File: src/rtl/if_fetch_stage.sv
// Instruction fetch stage for the dual-issue pipeline: owns the PC, fetches aligned
// instruction pairs from synchronous memory and drives the IF/ID pipeline register.
module if_fetch_stage #(
  parameter int unsigned         PC_WIDTH   = 8,
  parameter int unsigned         INST_WIDTH = 16,
  parameter logic [PC_WIDTH-1:0] RESET_PC   = '0
) (
  input  logic                  clk,
  input  logic                  reset,
  input  logic                  PCWrite,
  input  logic                  IF_ID_Write,
  input  logic                  Branch_taken,
  input  logic [PC_WIDTH-1:0]   Branch_target,
  output logic [PC_WIDTH-2:0]   imem_addr,
  input  logic [INST_WIDTH-1:0] imem_rdata1,
  input  logic [INST_WIDTH-1:0] imem_rdata2,
  output logic [PC_WIDTH-1:0]   pc,
  output logic [INST_WIDTH-1:0] IF_ID_inst1,
  output logic [INST_WIDTH-1:0] IF_ID_inst2,
  output logic [PC_WIDTH-1:0]   IF_ID_pc,
  output logic                  IF_ID_valid1,
  output logic                  IF_ID_valid2
);

  typedef enum logic {StFill, StRun} state_e;

  state_e                state_q, state_d;
  logic [PC_WIDTH-1:0]   pc_q, pc_next, pc_pair;
  logic                  redirect, bubble;
  logic [INST_WIDTH-1:0] inst1_q, inst1_d, inst2_q, inst2_d;
  logic [PC_WIDTH-1:0]   if_pc_q, if_pc_d;
  logic                  valid1_q, valid1_d, valid2_q, valid2_d;

  assign pc_pair  = {pc_q[PC_WIDTH-1:1], 1'b0};
  assign redirect = PCWrite & Branch_taken & (state_q == StRun);
  // A held PC would re-present the same pair, so IF/ID must take a bubble instead.
  assign bubble   = (state_q == StFill) | redirect | ~PCWrite;

  always_comb begin
    state_d = StRun;
    if (state_q == StFill) begin
      pc_next = pc_q;
    end else if (redirect) begin
      pc_next = Branch_target;
    end else if (PCWrite) begin
      pc_next = pc_pair + PC_WIDTH'(2);
    end else begin
      pc_next = pc_q;
    end
  end

  always_comb begin
    inst1_d  = inst1_q;
    inst2_d  = inst2_q;
    if_pc_d  = if_pc_q;
    valid1_d = valid1_q;
    valid2_d = valid2_q;
    if (IF_ID_Write) begin
      if (bubble) begin
        inst1_d  = '0;
        inst2_d  = '0;
        if_pc_d  = '0;
        valid1_d = 1'b0;
        valid2_d = 1'b0;
      end else begin
        inst1_d  = imem_rdata1;
        inst2_d  = imem_rdata2;
        if_pc_d  = pc_pair;
        // An odd PC lands mid-pair; the even-slot instruction precedes the target.
        valid1_d = ~pc_q[0];
        valid2_d = 1'b1;
      end
    end
  end

  always_ff @(posedge clk or negedge reset) begin
    if (!reset) begin
      state_q  <= StFill;
      pc_q     <= RESET_PC;
      inst1_q  <= '0;
      inst2_q  <= '0;
      if_pc_q  <= '0;
      valid1_q <= 1'b0;
      valid2_q <= 1'b0;
    end else begin
      state_q  <= state_d;
      pc_q     <= pc_next;
      inst1_q  <= inst1_d;
      inst2_q  <= inst2_d;
      if_pc_q  <= if_pc_d;
      valid1_q <= valid1_d;
      valid2_q <= valid2_d;
    end
  end

  assign imem_addr    = pc_next[PC_WIDTH-1:1];
  assign pc           = pc_q;
  assign IF_ID_inst1  = inst1_q;
  assign IF_ID_inst2  = inst2_q;
  assign IF_ID_pc     = if_pc_q;
  assign IF_ID_valid1 = valid1_q;
  assign IF_ID_valid2 = valid2_q;

endmodule

File: config.mk
export PLATFORM = sky130hd
export DESIGN_NAME = if_fetch_stage
export DESIGN_NICKNAME = d
export VERILOG_FILES = /design/src/rtl/if_fetch_stage.sv
export SDC_FILE = /design/constraint.sdc
export NUM_CORES = 1
export LEC_CHECK = 0
export BUFFER_PORTS_ARGS = -buffer_cell sky130_fd_sc_hd__buf_2
export CAP_MARGIN = 20
export CORE_MARGIN = 2
export CORE_UTILIZATION = 38
export CTS_CLUSTER_SIZE = 28
export DETAILED_ROUTE_END_ITERATION = 16
export GPL_TIMING_DRIVEN = 0
export PLACE_DENSITY = 0.69
export SLEW_MARGIN = 25
export SYNTH_ARGS = -nofsm -noshare
export SYNTH_HDL_FRONTEND = slang
export SYNTH_SLANG_ARGS = --single-unit
export TNS_END_PERCENT = 1
File: constraint.sdc
create_clock -name clk -period 2.1 [get_ports clk]
set_clock_uncertainty 0.05 [all_clocks]
set_input_delay 0.315 -clock clk [delete_from_list [all_inputs] [get_ports clk]]
set_output_delay 0.315 -clock clk [all_outputs]
set_load 0.1 [all_outputs]
Word-level counts from Yosys, hierarchy flattened
Index checks and enable logic that the tools add are counted.

operators by class
  reductions and logical operators = 2
  bitwise logic cells = 7
  $add $sub $neg = 1
  multiplexer cells = 8

operators with widths
  operator                                                        count
  16-bit two-way mux                                              2
  8-bit two-way mux                                               4
  8-bit by 2-bit adder with 8-bit output (second input constant)  1
  1-bit inverter                                                  3
  1-bit AND                                                       2
  1-bit two-way mux                                               2
  1-bit OR                                                        2
  2-bit AND reduction                                             1
  2-bit nonzero test                                              1

word-level totals
  bits of input ports = 45
  bits in registers = 51

Longest topological paths before layout
  word-level depth = 5
  gate-level depth with buffers = 5

Least setup slack after synthesis
OpenSTA, ideal clock, no wires.

  path type = reg-to-reg
  start = register pc_q[1], in the netlist pc[1]
  end = register pc_q[3], in the netlist pc[3]
  buffers on the path = 0
  data required time = 1.697 ns
  path slack = -1.832 ns
  stages on the path, launching flop included = 4
  data arrival time = 3.529 ns
  library setup time = 0.353 ns
  cells stage by stage = dfrtp_1 ha_1 a22oi_1 o21ai_0

between the ends
  word-level cells in the longest chain between the ends = 4

ends and longest elaborated chain
  item                                    line  source
  start: declaration                      28    logic [PC_WIDTH-1:0] pc_q, pc_next, pc_pair;
  start signal: assignment                87    pc_q <= pc_next;
  8-bit by 2-bit adder with 8-bit output  46    pc_next = pc_pair + PC_WIDTH'(2);
  8-bit two-way mux                       45    end else if (PCWrite) begin
  8-bit two-way mux                       43    end else if (redirect) begin
  8-bit two-way mux                       41    if (state_q == StFill) begin
  named net imem_addr[2]                  14    output logic [PC_WIDTH-2:0] imem_addr,

The timed path passes the listed nets, and every way through them passes these cells. The select of a mux whose other input is x is not followed.
A chain may end at the register's enable or synchronous reset.

Final worst setup path
  start = register pc_q[1], in the netlist pc[1]
  end = output imem_addr[6]

between the ends
  word-level cells in the longest chain between the ends = 4

ends and longest elaborated chain
  item                                    line
  8-bit by 2-bit adder with 8-bit output  46
  8-bit two-way mux                       45
  8-bit two-way mux                       43
  8-bit two-way mux                       41
  end: declaration                        14

No other way between the ends. The select of a mux whose other input is x is not followed.

==> Implementation_results.wiki <==
{| class="wikitable"
! Metric !! Value
|-
| Tightest Pin Transition || 0.5971 ns
|-
| Flip-flop cell with the highest count after synthesis || dfrtp_1
|-
| Clock latency on the worst-skew pair || 0.28 ns
|-
| Cts bufs inserted || 5
|-
| Number of setup violations in the final report || 0
|-
| Worst min-delay path class || in -> async
|-
| Total iterations of the first detailed-routing run || 4
|-
| Number of diodes added for antenna fixing || 0
|-
| Worst slack at placement || -0.2071 ns
|-
| Setup slack of the critical path after layout || 0.004105 ns
|-
| Unrepaired setup endpoints after global routing || true
|-
| Kind of end point of the critical path || output pin
|-
| Critical path required time || 1.74 ns
|-
| Crit path time final || 2.096 ns
|-
| CP bufs+invs || 1
|-
| Cell type of the slowest stage on the worst timing path || or4_4
|-
| Cells along the critical path || ha_4 -> nand4_1 -> or4_4 -> nand3_4 -> buf_12
|-
| Routability-driven placement congestion ratio || 0.7382
|-
| Antenna Violating Nets Remaining || 0
|-
| Number of max-slew violations in the final report || 0
|-
| CTS max path bufs || 2
|-
| Via count of the first global-routing pass || 1634
|-
| I/O pin count || 102
|-
| CTS tree || done
|-
| Cell class contributing the biggest share of worst-path delay || simple AND/OR/NAND/NOR gates
|-
| Routed WL per cell || 14.39 um
|-
| Netlist Area Pre-Place || 1979 um2
|-
| P per Cell Area || 971.1 nW/um2
|-
| Register-to-register setup slack || 0.67 ns
|-
| Total gr overflow || 0
|-
| Type of element launching the critical path || flip-flop
|-
| Area share of the largest cell type after synthesis || 63.21%
|-
| Depth of the worst register-to-register path || 5
|-
| Clock slew at reported path FFs || 0.09 ns
|-
| Destination of the worst register-to-register timing path || pc[7]
|-
| Worst hold slack after final layout || -0.01555 ns
|-
| Setup TNS || 0 ns
|-
| Fraction of layout instances using a drive strength above 1 || 51.32%
|-
| Share of the clock period used by the worst path after layout || 99.80%
|-
| Maximum number of pins on one net before global-route repair || 51
|-
| Layout Area Growth over Synthesis || 41.40%
|-
| Result of the run || finished with violations
|-
| Worst VDD drop || 744.4 uV
|-
| Chip height || 76.18 um
|-
| Number of vias per cell || 4.931
|-
| Initial antenna violation count || 0
|-
| Starting density of the core || 39.00%
|-
| Core outline area || 5075 um2
|-
| Number of warnings issued by yosys || 0
|-
| Net count of the mapped netlist || 200
|-
| Leakage || 0.001522 uW
|-
| Number of distinct library cells after synthesis || 30
|-
| Crit path kind || reg -> out
|-
| Violated checks || negative hold slack
|-
| Max_slew headroom || 60.19%
|-
| Final layout net count || 310
|-
| Initial detailed-routing violation count || 63
|-
| First-pass GRT wire length || 8017 um
|-
| Yosys reg bits || 50
|-
| Port Buffers || 99
|-
| Die Outline Area || 5803 um2
|-
| Post-DP Area || 2608 um2
|-
| HPWL reported at the end of detailed placement || 3533 um
|-
| Root buf cell || clkbuf_8
|-
| CTS H-Tree Depth || 2
|-
| DRC violation count after routing || 0
|-
| Startpoint of the most critical register-to-register path || pc[1]
|-
| Total vias in the final route || 1652
|-
| Overall power || 2718 uW
|-
| Cts-stage hold buffer count || 0
|-
| Mean cell area of the mapped netlist || 12.85 um2
|-
| Top post-synthesis cells by count || dfrtp_1 (50), a22o_1 (41), nand2_1 (8)
|-
| Cell type with the highest aggregate area in the netlist || dfrtp_1
|-
| Seq/Total Area, Yosys || 63.21%
|-
| Fill cell total of the finished layout || 474
|-
| Gate count after technology mapping || 154
|-
| Total length of routed wires || 4819 um
|-
| Max stage delay on crit path || 0.47 ns
|-
| Max Cap Violations || 0
|-
| Maximum fanout along the worst path || 3
|-
| Non-Filler Cell Area, Final || 2799 um2
|-
| Horizontal extent of the die || 76.18 um
|-
| Dominant cells by area after synthesis || dfrtp_1 (63%), a22o_1 (18%), o21ai_0 (1.5%), nand2_1 (1.5%), buf_6 (1.1%)
|-
| Total global routing track utilization || 16.85%
|-
| Number of enable-type register cells in the synthesized netlist || 0
|-
| Total clock sinks || 50
|-
| Most common cell in the netlist || dfrtp_1
|-
| Data arrival time of the critical path || 1.73 ns
|-
| Total count of hold-check failures in the final report || 50
|-
| Maximum clock frequency || 0.4771 GHz
|-
| Standard-cell rows || 26
|-
| Async set or reset register ratio after synthesis || 100.0%
|}
[layer usage]
| metal | vias up | track usage (%) | share of wire (%) |
|---|---|---|---|
| met5 | - | 0 | 0 |
| met4 | 0 | 3.818 | 0.39 |
| met3 | 2 | 4.739 | 7.4 |
| met2 | 66 | 26.25 | 45 |
| met1 | 791 | 23.70 | 47 |
| li1 | 793 | - | - |
[layout make-up]
cell class,count,area [um2],share of cell area (%)
sequential,50,1257,44.93
clock inverter,1,5.005,0.1788
buffer,13,76.32,2.727
clock buffer,7,86.33,3.084
inverter,3,11.26,0.4023
tap,70,87.58,3.129
multi-input combinational,88,699.4,24.99
timing repair buffer,103,575.6,20.56
[registers in the layout (all words and copies together) (netlist names)]
signal	count
IF_ID_inst1	16
IF_ID_inst2	16
IF_ID_pc	7
IF_ID_valid1	1
IF_ID_valid2	1
pc	8
state_q	1
[cells in the final DEF, fill, tap and decap left out, types with 2 or more instances in the layout]
master and instances:
a22o_1 40, a31oi_1 2, buf_12 2, buf_2 96, buf_4 8, buf_6 4
clkbuf_1 5, clkbuf_8 6, conb_1 2, dfrtp_1 45, dfrtp_2 5, inv_1 2
mux2i_1 2, nand2_1 7, nand2b_1 2, nand3_1 2, nand4_1 2, nor2_1 3
nor2b_1 2, o211ai_1 2, o21ai_0 3, o21ai_2 3, o31ai_1 2
[stage by stage]
step / std cells / utilization (%)
final: 335 / 55.15
after global routing: 335 / 55.15
after CTS: 335 / 54.98
after detailed placement: 323 / 51.38
after global placement: 323 / 51.33
after floorplan: 154 / -
[where the power goes]
part           internal [uW]  switching (uW)
clock                    266             292
sequential              1030            59.9
combinational            224             848
[worst register-to-register path, delay by kind of cell, from the launching register on]
family          cells  cell delay (ns)
simple gates        2             0.28
fa+ha+maj           1             0.15
compound gates      1             0.24
buf+inv             1             0.18
flops               1             0.41
[cell families (layout without fill, tap and decap cells)]
kind of cell	after synthesis	in the layout	share of synthesized area, %
muxes	2	2	1.011
AOI/OAI and AO/OA	57	57	23.39
and+or+nand+nor	26	26	7.143
DFF	50	50	63.21
buffers and inverters	16	127	4.235
adders and majority gates	1	1	0.6320
other	2	2	0.3794
[worst max path at each step]
| stage | start | endpoint | depth (start not counted) |
|---|---|---|---|
| after floorplan | pc[1] | imem_addr[4] | 4 |
| after global placement | pc[1] | imem_addr[6] | 5 |
| after detailed placement | pc[1] | imem_addr[6] | 5 |
| after CTS | pc[1] | imem_addr[6] | 5 |
| after global routing | pc[1] | imem_addr[6] | 6 |
| final | pc[1] | imem_addr[6] | 5 |
[what timing repair did]
action                                  in CTS  in global routing
pin swaps                                    4                  3
gates cloned                                 0                  0
hold endpoints to repair                     0                  0
buffers inserted                             4                  0
endpoints found under the setup margin       5                  5
gates resized for setup                     17                  5
Note: power is estimated with default switching activity, not from simulation.
